File: config.mk
export PLATFORM = sky130hd
export DESIGN_NAME = calpart_sequencer_flat
export DESIGN_NICKNAME = d
export VERILOG_FILES = /design/src/rtl/calpart_pkg.sv /design/src/rtl/calpart_if.sv /design/src/rtl/calpart_decode.sv /design/src/rtl/calpart_sequencer.sv /design/src/flat_wrapper.sv
export SDC_FILE = /design/constraint.sdc
export NUM_CORES = 1
export LEC_CHECK = 0
export ABC_AREA = 1
export CAP_MARGIN = 20
export CORE_MARGIN = 4
export CORE_UTILIZATION = 43
export DETAILED_ROUTE_END_ITERATION = 7
export PLACE_DENSITY = 0.76
export SYNTH_ARGS = -nofsm -noshare
export SYNTH_HDL_FRONTEND = slang
export SYNTH_HIERARCHICAL = 1
export SYNTH_SLANG_ARGS = --single-unit
File: constraint.sdc
create_clock -name Clock -period 2.05 [get_ports Clock]
set_input_delay 0.3075 -clock Clock [delete_from_list [all_inputs] [get_ports Clock]]
set_output_delay 0.3075 -clock Clock [all_outputs]
set_load 0.005 [all_outputs]
File: src/rtl/calpart_pkg.sv
// Shared definitions for the calpart microcoded sequencer: instruction fields,
// class and ALU op codes, FSM states and the datapath control bundle.
package calpart_pkg;

  localparam int PROG_ADDR_W = 6;
  localparam int INSTR_W     = 12;

  localparam int CLS_LSB = 9;
  localparam int OP_LSB  = 6;
  localparam int RD_LSB  = 4;
  localparam int RA_LSB  = 2;
  localparam int RB_LSB  = 0;

  localparam logic [2:0] CLS_NOP  = 3'b000;
  localparam logic [2:0] CLS_IN   = 3'b001;
  localparam logic [2:0] CLS_OUT  = 3'b010;
  localparam logic [2:0] CLS_ALU  = 3'b011;
  localparam logic [2:0] CLS_CMP  = 3'b100;
  localparam logic [2:0] CLS_JMP  = 3'b101;
  localparam logic [2:0] CLS_JZ   = 3'b110;
  localparam logic [2:0] CLS_HALT = 3'b111;

  localparam logic [2:0] OP_PASS_A = 3'b000;
  localparam logic [2:0] OP_ADD    = 3'b001;
  localparam logic [2:0] OP_SUB    = 3'b010;
  localparam logic [2:0] OP_AND    = 3'b011;
  localparam logic [2:0] OP_OR     = 3'b100;
  localparam logic [2:0] OP_XOR    = 3'b101;
  localparam logic [2:0] OP_NOT_A  = 3'b110;
  localparam logic [2:0] OP_PASS_B = 3'b111;

  typedef enum logic [2:0] {
    ST_IDLE     = 3'd0,
    ST_FETCH    = 3'd1,
    ST_EXEC     = 3'd2,
    ST_WAIT_IN  = 3'd3,
    ST_WAIT_OUT = 3'd4
  } state_e;

  typedef struct packed {
    logic       ie;
    logic       ze;
    logic       oe;
    logic       we;
    logic [1:0] wa;
    logic       rae;
    logic [1:0] raa;
    logic       rbe;
    logic [1:0] rba;
    logic [2:0] op;
    logic [3:0] cal_value;
    logic       in_ready;
    logic       out_valid;
  } ctrl_t;

  function automatic logic [2:0] get_cls(input logic [INSTR_W-1:0] instr);
    return instr[CLS_LSB +: 3];
  endfunction

  function automatic logic [2:0] get_op(input logic [INSTR_W-1:0] instr);
    return instr[OP_LSB +: 3];
  endfunction

  function automatic logic [1:0] get_reg(input logic [INSTR_W-1:0] instr, input int lsb);
    return instr[lsb +: 2];
  endfunction

endpackage

File: src/rtl/calpart_if.sv
// Bus bundle between the sequencer, its program memory, the datapath and the
// top-level start/done control.
interface calpart_if;
  import calpart_pkg::*;

  logic                   start;
  logic                   busy;
  logic                   done;
  logic [PROG_ADDR_W-1:0] imem_addr;
  logic                   imem_en;
  logic [INSTR_W-1:0]     imem_data;
  logic                   Q;
  logic                   in_valid;
  logic                   in_ready;
  logic                   out_valid;
  logic                   out_ready;
  logic                   IE;
  logic                   ZE;
  logic                   OE;
  logic                   WE;
  logic                   RAE;
  logic                   RBE;
  logic [1:0]             WA;
  logic [1:0]             RAA;
  logic [1:0]             RBA;
  logic [2:0]             OP;
  logic [3:0]             Cal_value;

  modport master (
    input  start, imem_data, Q, in_valid, out_ready,
    output busy, done, imem_addr, imem_en, in_ready, out_valid,
    output IE, ZE, OE, WE, RAE, RBE, WA, RAA, RBA, OP, Cal_value
  );

  modport slave (
    output start, imem_data, Q, in_valid, out_ready,
    input  busy, done, imem_addr, imem_en, in_ready, out_valid,
    input  IE, ZE, OE, WE, RAE, RBE, WA, RAA, RBA, OP, Cal_value
  );

endinterface

File: src/rtl/calpart_decode.sv
// Combinational map from sequencer state and current instruction to the
// datapath control bundle; everything not driven by a state/class is zero.
module calpart_decode
  import calpart_pkg::*;
(
  input  state_e             state,
  input  logic [INSTR_W-1:0] instr,
  input  logic               in_valid,
  output ctrl_t              ctrl
);

  logic [2:0] cls;

  assign cls = get_cls(instr);

  // Control bundle per state and instruction class
  always_comb begin
    ctrl = '{default: 1'b0};
    case (state)
      ST_EXEC: begin
        case (cls)
          CLS_ALU, CLS_CMP: begin
            ctrl.rae       = 1'b1;
            ctrl.rbe       = 1'b1;
            ctrl.raa       = get_reg(instr, RA_LSB);
            ctrl.rba       = get_reg(instr, RB_LSB);
            ctrl.op        = get_op(instr);
            ctrl.cal_value = instr[3:0];
            ctrl.we        = (cls == CLS_ALU);
            ctrl.wa        = get_reg(instr, RD_LSB);
            ctrl.ze        = 1'b1;
          end
          default: begin
            ctrl = '{default: 1'b0};
          end
        endcase
      end
      ST_WAIT_IN: begin
        ctrl.ie       = 1'b1;
        ctrl.wa       = get_reg(instr, RD_LSB);
        ctrl.we       = in_valid;
        ctrl.in_ready = in_valid;
      end
      ST_WAIT_OUT: begin
        ctrl.rae       = 1'b1;
        ctrl.raa       = get_reg(instr, RA_LSB);
        ctrl.op        = OP_PASS_A;
        ctrl.oe        = 1'b1;
        ctrl.out_valid = 1'b1;
      end
      default: begin
        ctrl = '{default: 1'b0};
      end
    endcase
  end

endmodule

File: src/rtl/calpart_sequencer.sv
// Microcoded sequencer: fetches 12-bit instructions from a synchronous-read
// program memory and drives the register-file/ALU datapath controls.
module calpart_sequencer
  import calpart_pkg::*;
(
  input logic        Clock,
  input logic        Reset_n,
  calpart_if.master  bus
);

  state_e                 state_q, state_d;
  logic [PROG_ADDR_W-1:0] pc_q, pc_d;
  logic [INSTR_W-1:0]     ir_q, ir_d;
  logic [PROG_ADDR_W-1:0] pc_inc;
  logic [PROG_ADDR_W-1:0] target;
  logic [INSTR_W-1:0]     instr;
  logic [2:0]             cls;
  logic                   is_fetch;
  ctrl_t                  ctrl;

  // Memory data is only meaningful in EXEC; the wait states replay the held copy.
  assign instr    = (state_q == ST_EXEC) ? bus.imem_data : ir_q;
  assign cls      = get_cls(bus.imem_data);
  assign target   = bus.imem_data[PROG_ADDR_W-1:0];
  assign pc_inc   = pc_q + {{(PROG_ADDR_W-1){1'b0}}, 1'b1};
  assign is_fetch = (state_q == ST_FETCH);

  // Next-state, program counter and instruction register
  always_comb begin
    state_d = state_q;
    pc_d    = pc_q;
    ir_d    = ir_q;
    case (state_q)
      ST_IDLE: begin
        if (bus.start) begin
          state_d = ST_FETCH;
          pc_d    = {PROG_ADDR_W{1'b0}};
        end else begin
          state_d = ST_IDLE;
        end
      end
      ST_FETCH: begin
        state_d = ST_EXEC;
      end
      ST_EXEC: begin
        ir_d = bus.imem_data;
        case (cls)
          CLS_IN:   state_d = ST_WAIT_IN;
          CLS_OUT:  state_d = ST_WAIT_OUT;
          CLS_JMP:  begin pc_d = target; state_d = ST_FETCH; end
          CLS_JZ:   begin pc_d = bus.Q ? target : pc_inc; state_d = ST_FETCH; end
          CLS_HALT: state_d = ST_IDLE;
          default:  begin pc_d = pc_inc; state_d = ST_FETCH; end
        endcase
      end
      ST_WAIT_IN: begin
        if (bus.in_valid) begin
          pc_d    = pc_inc;
          state_d = ST_FETCH;
        end else begin
          state_d = ST_WAIT_IN;
        end
      end
      ST_WAIT_OUT: begin
        if (bus.out_ready) begin
          pc_d    = pc_inc;
          state_d = ST_FETCH;
        end else begin
          state_d = ST_WAIT_OUT;
        end
      end
      default: begin
        state_d = ST_IDLE;
        pc_d    = {PROG_ADDR_W{1'b0}};
        ir_d    = {INSTR_W{1'b0}};
      end
    endcase
  end

  // State, pc and ir registers
  always_ff @(posedge Clock or negedge Reset_n) begin
    if (!Reset_n) begin
      state_q <= ST_IDLE;
      pc_q    <= {PROG_ADDR_W{1'b0}};
      ir_q    <= {INSTR_W{1'b0}};
    end else begin
      state_q <= state_d;
      pc_q    <= pc_d;
      ir_q    <= ir_d;
    end
  end

  calpart_decode u_decode (
    .state    (state_q),
    .instr    (instr),
    .in_valid (bus.in_valid),
    .ctrl     (ctrl)
  );

  assign bus.busy      = (state_q != ST_IDLE);
  assign bus.done      = (state_q == ST_EXEC) && (cls == CLS_HALT);
  assign bus.imem_en   = is_fetch;
  assign bus.imem_addr = is_fetch ? pc_q : {PROG_ADDR_W{1'b0}};
  assign bus.IE        = ctrl.ie;
  assign bus.ZE        = ctrl.ze;
  assign bus.OE        = ctrl.oe;
  assign bus.WE        = ctrl.we;
  assign bus.WA        = ctrl.wa;
  assign bus.RAE       = ctrl.rae;
  assign bus.RAA       = ctrl.raa;
  assign bus.RBE       = ctrl.rbe;
  assign bus.RBA       = ctrl.rba;
  assign bus.OP        = ctrl.op;
  assign bus.Cal_value = ctrl.cal_value;
  assign bus.in_ready  = ctrl.in_ready;
  assign bus.out_valid = ctrl.out_valid;

endmodule

File: src/flat_wrapper.sv
// flat-port wrapper written by rule: the top's interface ports become plain ports
module calpart_sequencer_flat import calpart_pkg::*;
  (Clock, Reset_n, bus_start, bus_imem_data, bus_Q, bus_in_valid, bus_out_ready, bus_busy, bus_done, bus_imem_addr, bus_imem_en, bus_in_ready, bus_out_valid, bus_IE, bus_ZE, bus_OE, bus_WE, bus_RAE, bus_RBE, bus_WA, bus_RAA, bus_RBA, bus_OP, bus_Cal_value);
  calpart_if bus_i ();
  input logic Clock;
  input logic Reset_n;
  input wire logic [$bits(bus_i.start)-1:0] bus_start;
  input wire logic [$bits(bus_i.imem_data)-1:0] bus_imem_data;
  input wire logic [$bits(bus_i.Q)-1:0] bus_Q;
  input wire logic [$bits(bus_i.in_valid)-1:0] bus_in_valid;
  input wire logic [$bits(bus_i.out_ready)-1:0] bus_out_ready;
  output wire logic [$bits(bus_i.busy)-1:0] bus_busy;
  output wire logic [$bits(bus_i.done)-1:0] bus_done;
  output wire logic [$bits(bus_i.imem_addr)-1:0] bus_imem_addr;
  output wire logic [$bits(bus_i.imem_en)-1:0] bus_imem_en;
  output wire logic [$bits(bus_i.in_ready)-1:0] bus_in_ready;
  output wire logic [$bits(bus_i.out_valid)-1:0] bus_out_valid;
  output wire logic [$bits(bus_i.IE)-1:0] bus_IE;
  output wire logic [$bits(bus_i.ZE)-1:0] bus_ZE;
  output wire logic [$bits(bus_i.OE)-1:0] bus_OE;
  output wire logic [$bits(bus_i.WE)-1:0] bus_WE;
  output wire logic [$bits(bus_i.RAE)-1:0] bus_RAE;
  output wire logic [$bits(bus_i.RBE)-1:0] bus_RBE;
  output wire logic [$bits(bus_i.WA)-1:0] bus_WA;
  output wire logic [$bits(bus_i.RAA)-1:0] bus_RAA;
  output wire logic [$bits(bus_i.RBA)-1:0] bus_RBA;
  output wire logic [$bits(bus_i.OP)-1:0] bus_OP;
  output wire logic [$bits(bus_i.Cal_value)-1:0] bus_Cal_value;
  assign bus_i.start = bus_start;
  assign bus_i.imem_data = bus_imem_data;
  assign bus_i.Q = bus_Q;
  assign bus_i.in_valid = bus_in_valid;
  assign bus_i.out_ready = bus_out_ready;
  assign bus_busy = bus_i.busy;
  assign bus_done = bus_i.done;
  assign bus_imem_addr = bus_i.imem_addr;
  assign bus_imem_en = bus_i.imem_en;
  assign bus_in_ready = bus_i.in_ready;
  assign bus_out_valid = bus_i.out_valid;
  assign bus_IE = bus_i.IE;
  assign bus_ZE = bus_i.ZE;
  assign bus_OE = bus_i.OE;
  assign bus_WE = bus_i.WE;
  assign bus_RAE = bus_i.RAE;
  assign bus_RBE = bus_i.RBE;
  assign bus_WA = bus_i.WA;
  assign bus_RAA = bus_i.RAA;
  assign bus_RBA = bus_i.RBA;
  assign bus_OP = bus_i.OP;
  assign bus_Cal_value = bus_i.Cal_value;
  calpart_sequencer u_core (.Clock(Clock), .Reset_n(Reset_n), .bus(bus_i));
endmodule
== Word-level counts from Yosys, hierarchy flattened ==
Cells that the tools add are included.

* Logic and storage cells: 52
* Bits of input ports: 18
* Bits in registers: 21

* Bitwise gates (word level): 1
* Eq/ne operators: 15
* Add/subtract/negate cells: 1
* Reduce and logical (&&, ||, !) cells: 7
* Multiplexer cells: 25

{| class="wikitable"
|+ Operators by type and width
! kind !! number
|-
| 2-to-1 mux 6 bit || 5
|-
| case mux 6 bit (5 select lines) || 1
|-
| case mux 12 bit (2 select lines) || 1
|-
| case mux 6 bit (3 select lines) || 1
|-
| 2-to-1 mux 16 bit || 1
|-
| equality test 3 bit, second input constant || 5
|-
| case mux 3 bit (5 select lines) || 1
|-
| equality test 3 x 2 -> 1 bit, second input constant || 4
|-
| 2-to-1 mux 12 bit || 1
|-
| case mux 3 bit (2 select lines) || 2
|-
| 2-to-1 mux 3 bit || 3
|-
| case mux 3 bit (3 select lines) || 1
|-
| != test 2 bit, second input constant || 4
|-
| adder 6 x 1 -> 6 bit, second input constant || 1
|-
| equality test 3 x 1 -> 1 bit, second input constant || 2
|-
| 2-to-1 mux 1 bit || 6
|-
| AND reduction 5 bit || 1
|-
| 2-to-1 mux 4 bit || 1
|-
| OR reduction 4 bit || 1
|-
| zero test 3 bit || 1
|-
| nonzero test 3 bit || 1
|-
| OR reduction 3 bit || 1
|-
| 2-to-1 mux 2 bit || 1
|-
| OR reduction 2 bit || 1
|-
| other kinds (2) || 2
|}

== Logic depth before layout (Yosys ltp) ==
* Depth after elaboration: 6
* Mapped depth: 10
* Depth with buffers taken out: 9

== By module ==
The synthesis kept the hierarchy.

{| class="wikitable"
|+ By module, submodules not included
! module !! area an instance (µm²) !! cells an instance !! sequential area each (µm²) !! instances
|-
| calpart_sequencer || 1430.1 || 196 || 525.5 || 1
|-
| calpart_decode || 227.7 || 45 || 0.0 || 1
|}

== Least setup slack after synthesis ==
Ideal clock, no wire load.

* Path type: reg-to-output
* Start point: register u_core.state_q[2]
* End point: output bus_RBA[0]
* Path slack: -0.263 ns
* Data arrival time: 2.006 ns
* Stages on the path, launching flop included: 11
* Data required time: 1.742 ns
* Cells stage by stage: dfrtp_1 -> inv_2 -> nand3_2 -> buf_4 -> buf_2 -> o21ai_0 -> nand2_1 -> nand2_1 -> nand3_2 -> nor2_1 -> buf_4

* Cells in the longest elaborated chain, start to end: 6
* Elaborated cells between the ends (all ways): 7

{| class="wikitable"
|+ RTL lines
! what !! RTL line !! source
|-
| start, declared || calpart_sequencer.sv:11 || <nowiki>state_e state_q, state_d;</nowiki>
|-
| start signal, assigned || calpart_sequencer.sv:87 || <nowiki>state_q <= state_d;</nowiki>
|-
| equality test 3 x 2 -> 1 bit * || calpart_sequencer.sv:22 || <nowiki>assign instr = (state_q == ST_EXEC) ? bus.imem_data : ir_q;</nowiki>
|-
| 2-to-1 mux 12 bit * || calpart_sequencer.sv:22 ||
|-
| via u_core.instr[10] || calpart_sequencer.sv:16 || <nowiki>logic [INSTR_W-1:0] instr;</nowiki>
|-
| equality test 3 x 2 -> 1 bit or equality test 3 bit (tied branches) || calpart_decode.sv:21 || <nowiki>case (cls)</nowiki>
|-
| OR reduction 2 bit * || calpart_decode.sv:21 ||
|-
| 2-to-1 mux 16 bit * || calpart_decode.sv:21 ||
|-
| 2-to-1 mux 3 bit * || calpart_decode.sv:19 || <nowiki>case (state)</nowiki>
|-
| end, declared || flat_wrapper.sv:26 || <nowiki>output wire logic [$bits(bus_i.RBA)-1:0] bus_RBA;</nowiki>
|}

The timed path passes the listed nets; every way through them passes the cells marked *.

== Worst setup path in the final report ==
* Start point: register u_core.state_q[2]
* End point: output bus_Cal_value[0]

* Cells in the longest elaborated chain, start to end: 6
* Elaborated cells between the ends (all ways): 7

{| class="wikitable"
|+ RTL lines
! what !! RTL line !! source
|-
| equality test 3 x 2 -> 1 bit * || calpart_sequencer.sv:22 ||
|-
| 2-to-1 mux 12 bit * || calpart_sequencer.sv:22 ||
|-
| via u_core.instr[11] || calpart_sequencer.sv:16 ||
|-
| equality test 3 x 2 -> 1 bit or equality test 3 bit (tied branches) || calpart_decode.sv:21 ||
|-
| OR reduction 2 bit * || calpart_decode.sv:21 ||
|-
| 2-to-1 mux 16 bit * || calpart_decode.sv:21 ||
|-
| 2-to-1 mux 4 bit * || calpart_decode.sv:19 ||
|-
| end, declared || flat_wrapper.sv:28 || <nowiki>output wire logic [$bits(bus_i.Cal_value)-1:0] bus_Cal_value;</nowiki>
|}

Marks and branches as above.

==> impl_metrics.sql <==
INSERT INTO impl_metrics (metric_group, metric, value, unit) VALUES
('die', 'chipWidth', '70.09', 'um'),
('die', 'floorplan.die_area', '0.004913', 'mm^2'),
('synth', 'synthCells', '241', ''),
('sta', 'timing.final.hold_violations', '0', ''),
('run_status', 'outcome', 'finished, violations left', ''),
('worst_setup_path', 'cp_data_arrival_time', '1930', 'ps'),
('synth', 'yosysWarnings', '6', ''),
('placed_design', 'dpl_cell_area', '0.002351', 'mm^2'),
('sta', 'worst_pin_slew', '449.3', 'ps'),
('grt', 'wire_length_of_the_first_global_routing_pass', '8618', 'um'),
('synth', 'flip_flop_and_latch_count_after_synthesis', '21', ''),
('synth', 'synthTopCellsByArea', 'sky130_fd_sc_hd__dfrtp_1 32%, sky130_fd_sc_hd__nand2_1 11%, sky130_fd_sc_hd__inv_1 9.7%', ''),
('power', 'power.density', '1320', 'mW/mm^2'),
('die', 'floorplan.rows', '22', ''),
('die', 'io-pin-count', '48', ''),
('job', 'drv.max_cap_violation_count', '0', ''),
('clocking', 'clock_tree.htree_level_count', '1', ''),
('worst_setup_path', 'crit_path_end_kind', 'output port', ''),
('synth', 'dominantRegCellSynth', 'sky130_fd_sc_hd__dfrtp_1', ''),
('sta', 'clock.fmax', '0.4466', 'GHz'),
('grt', 'grt_max_degree', '22', ''),
('detailed_routing', 'vias_after_detailed_routing', '1990', ''),
('synth', 'synth_compound_area_share', '14.04', '%'),
('synth', 'synth_top_family_by_area', 'simple AND/OR/NAND/NOR gates', ''),
('run_status', 'failing_checks', 'negative setup slack', ''),
('grt', 'globalRoute.totalOverflow', '0', ''),
('cells_and_area', 'finish.net_count', '358', ''),
('grt', 'via_count_of_the_first_global_routing_pass', '1827', ''),
('power', 'p_leak', '1.519', 'nW'),
('clocking', 'clock_latency_at_the_later_pin_of_the_worst_skew_pair', '260', 'ps'),
('grt', 'globalRouteTotalUtil', '21.63', '%'),
('placed_design', 'numPortBuffers', '47', ''),
('worst_setup_path', 'timing.critical_path.max_delay_family', 'buffers and inverters', ''),
('worst_setup_path', 'start_kind', 'flop', ''),
('worst_setup_path', 'cpMostUsedCell', 'sky130_fd_sc_hd__nand3_4', ''),
('synth', 'ys_seq_area_share', '31.70', '%'),
('worst_setup_path', 'critical_path_required', '1740', 'ps'),
('synth', 'synthSimpleGateAreaFrac', '36.98', '%'),
('sta', 'timing.final.max_slew_violations', '0', ''),
('synth', 'synth.top_cell.area_share', '31.70', '%'),
('sta', 'grt_setup_unrepaired', 'true', ''),
('clocking', 'cts_inserted_buffers', '3', ''),
('cells_and_area', 'layout-area-overhead-vs-synth', '70.87', '%'),
('clocking', 'clock_tree_from_tritoncts', 'built', ''),
('min_path', 'min_path_type', 'in2async', ''),
('grt', 'grt_antenna_before_repair', '0', ''),
('worst_setup_path', 'cp_max_fo', '6', ''),
('die', 'start_util', '44.95', '%'),
('synth', 'async_reset_ff_share', '100.0', '%'),
('placed_design', 'dp.cells', '354', ''),
('cells_and_area', 'fill_cells', '275', ''),
('cells_and_area', 'antenna_cells_inserted', '0', ''),
('cells_and_area', 'post_route_cells_drive_above_1_share', '39.35', '%'),
('worst_setup_path', 'path_buf_inv', '5', ''),
('placed_design', 'routabilityCongestion', '0.8981', ''),
('synth', 'count_of_flip_flops_with_a_built_in_enable_after_synthesis', '0', ''),
('placed_design', 'dp_hpwl', '3289', 'um'),
('synth', 'synthDominantAreaCellType', 'sky130_fd_sc_hd__dfrtp_1', ''),
('detailed_routing', 'drt_iter0_drc', '153', ''),
('sta', 'final_critical_path_setup_slack', '-189.4', 'ps'),
('clocking', 'cts.hold.buffers_added', '0', ''),
('synth', 'netlist_area', '0.001658', 'mm^2'),
('worst_setup_path', 'critical_path.startpoint', 'u_core/state_q[2]', ''),
('sta', 'setup_violations', '18', ''),
('synth', 'synthesis.nets', '260', ''),
('synth', 'yosys.area_share.adder', '0.7547', '%'),
('synth', 'yosys.cell_count.top_type', 'sky130_fd_sc_hd__nand2_1', ''),
('clocking', 'clk_root_buffer_cell', 'sky130_fd_sc_hd__clkbuf_8', ''),
('worst_setup_path', 'critical_path_s_slowest_cell', 'sky130_fd_sc_hd__dfrtp_2', ''),
('synth', 'synthXorXnorAreaFrac', '1.585', '%'),
('detailed_routing', 'drt_wl_total', '5702', 'um');
==> layout by cell type, fill, tap and decap left out, types with 3 or more instances in the layout <==
cell and count:
sky130_fd_sc_hd__buf_2 11, sky130_fd_sc_hd__o21bai_4 4, sky130_fd_sc_hd__buf_6 12, sky130_fd_sc_hd__o22ai_1 6
sky130_fd_sc_hd__o21ai_4 3, sky130_fd_sc_hd__a21oi_1 4, sky130_fd_sc_hd__dfrtp_1 19, sky130_fd_sc_hd__nand3_4 4
sky130_fd_sc_hd__inv_2 4, sky130_fd_sc_hd__nand3_1 18, sky130_fd_sc_hd__nor2_4 11, sky130_fd_sc_hd__nand2_1 42
sky130_fd_sc_hd__o21ai_1 4, sky130_fd_sc_hd__nand2_2 5, sky130_fd_sc_hd__nor2_1 13, sky130_fd_sc_hd__nand2_4 6
sky130_fd_sc_hd__nand4_1 6, sky130_fd_sc_hd__clkbuf_8 3, sky130_fd_sc_hd__nor2_2 13, sky130_fd_sc_hd__o21ai_0 14
sky130_fd_sc_hd__dlymetal6s2s_1 8, sky130_fd_sc_hd__inv_4 3, sky130_fd_sc_hd__buf_4 41, sky130_fd_sc_hd__inv_1 40
sky130_fd_sc_hd__clkdlybuf4s50_1 22
==> stage by stage <==
stage / worst slack (ps) / hold WS (ps) / power, mW / setup TNS (ps) / util (%)
CTS: -154.8 / 387.2 / 3.391 / -962.6 / 72.56
floorplan: -5.320 / 11.91 / 1.946 / -5.320 / -
global route: -212.2 / 413.9 / 3.992 / -2705 / 76.80
detailed placement: -445.6 / 501.1 / 2.612 / -6195 / 63.74
finish: -189.4 / 384.8 / 3.739 / -2283 / 76.80
global placement: -344.0 / 491.2 / 2.580 / -4941 / 63.74
==> path summary, 6_finish.rpt <==
kind                                      to  slack, ps  depth (start not counted)
max reg2reg                   u_core/pc_q[4]        170                         11
max in group asynchronous  u_core/state_q[1]       1430                          2
min in group Clock            u_core/ir_q[1]        540                          2
max                         bus_Cal_value[0]       -190                         10
min                        u_core/state_q[0]        380                          2
min reg2reg                   u_core/ir_q[1]        540                          2
==> timing repair <==
action | CTS | global route
cloned | 2 | 1
hold endpoints to repair | 0 | 0
endpoints found under the setup margin | 26 | 30
gates resized for setup | 95 | 43
setup buffers | 18 | 10
pin swaps | 23 | 25
==> cells by family after synthesis <==
kind of cell    count (synthesis)
xor+xnor                        3
buf+inv                        56
simple gates                  120
fa+ha+maj                       1
compound gates                 40
flops                          21
==> power breakdown <==
part           switching, mW  internal (mW)  total [mW]
sequential             0.136          0.581       0.717
clock                  0.140          0.136       0.275
combinational           1.47           1.27        2.75
total                   1.75           1.99        3.74
==> cell type report <==
type	count	area (um^2)	area share, %
Tap cell	48	60.06	2.120
Sequential cell	21	528.0	18.64
Clock buffer	3	41.29	1.458
Inverter	47	183.9	6.493
Multi-Input combinational cell	166	1121	39.58
Clock inverter	1	5.005	0.1767
Timing Repair Buffer	100	893.4	31.54
==> flip-flops by register name, summed over array words and instances (netlist names) <==
name,cells
u_core/state_q,3
u_core/pc_q,6
u_core/ir_q,12
==> per-layer routing <==
| layer | global-route usage (%) | wire length (um) | vias up |
|---|---|---|---|
| li1 | - | - | 961 |
| met1 | 27.71 | 2334 | 918 |
| met2 | 36.52 | 2872 | 97 |
| met3 | 3.453 | 382 | 14 |
| met4 | 7.872 | 112 | 0 |
| met5 | 0 | 0 | - |
Power figures use the tool's default switching activity.
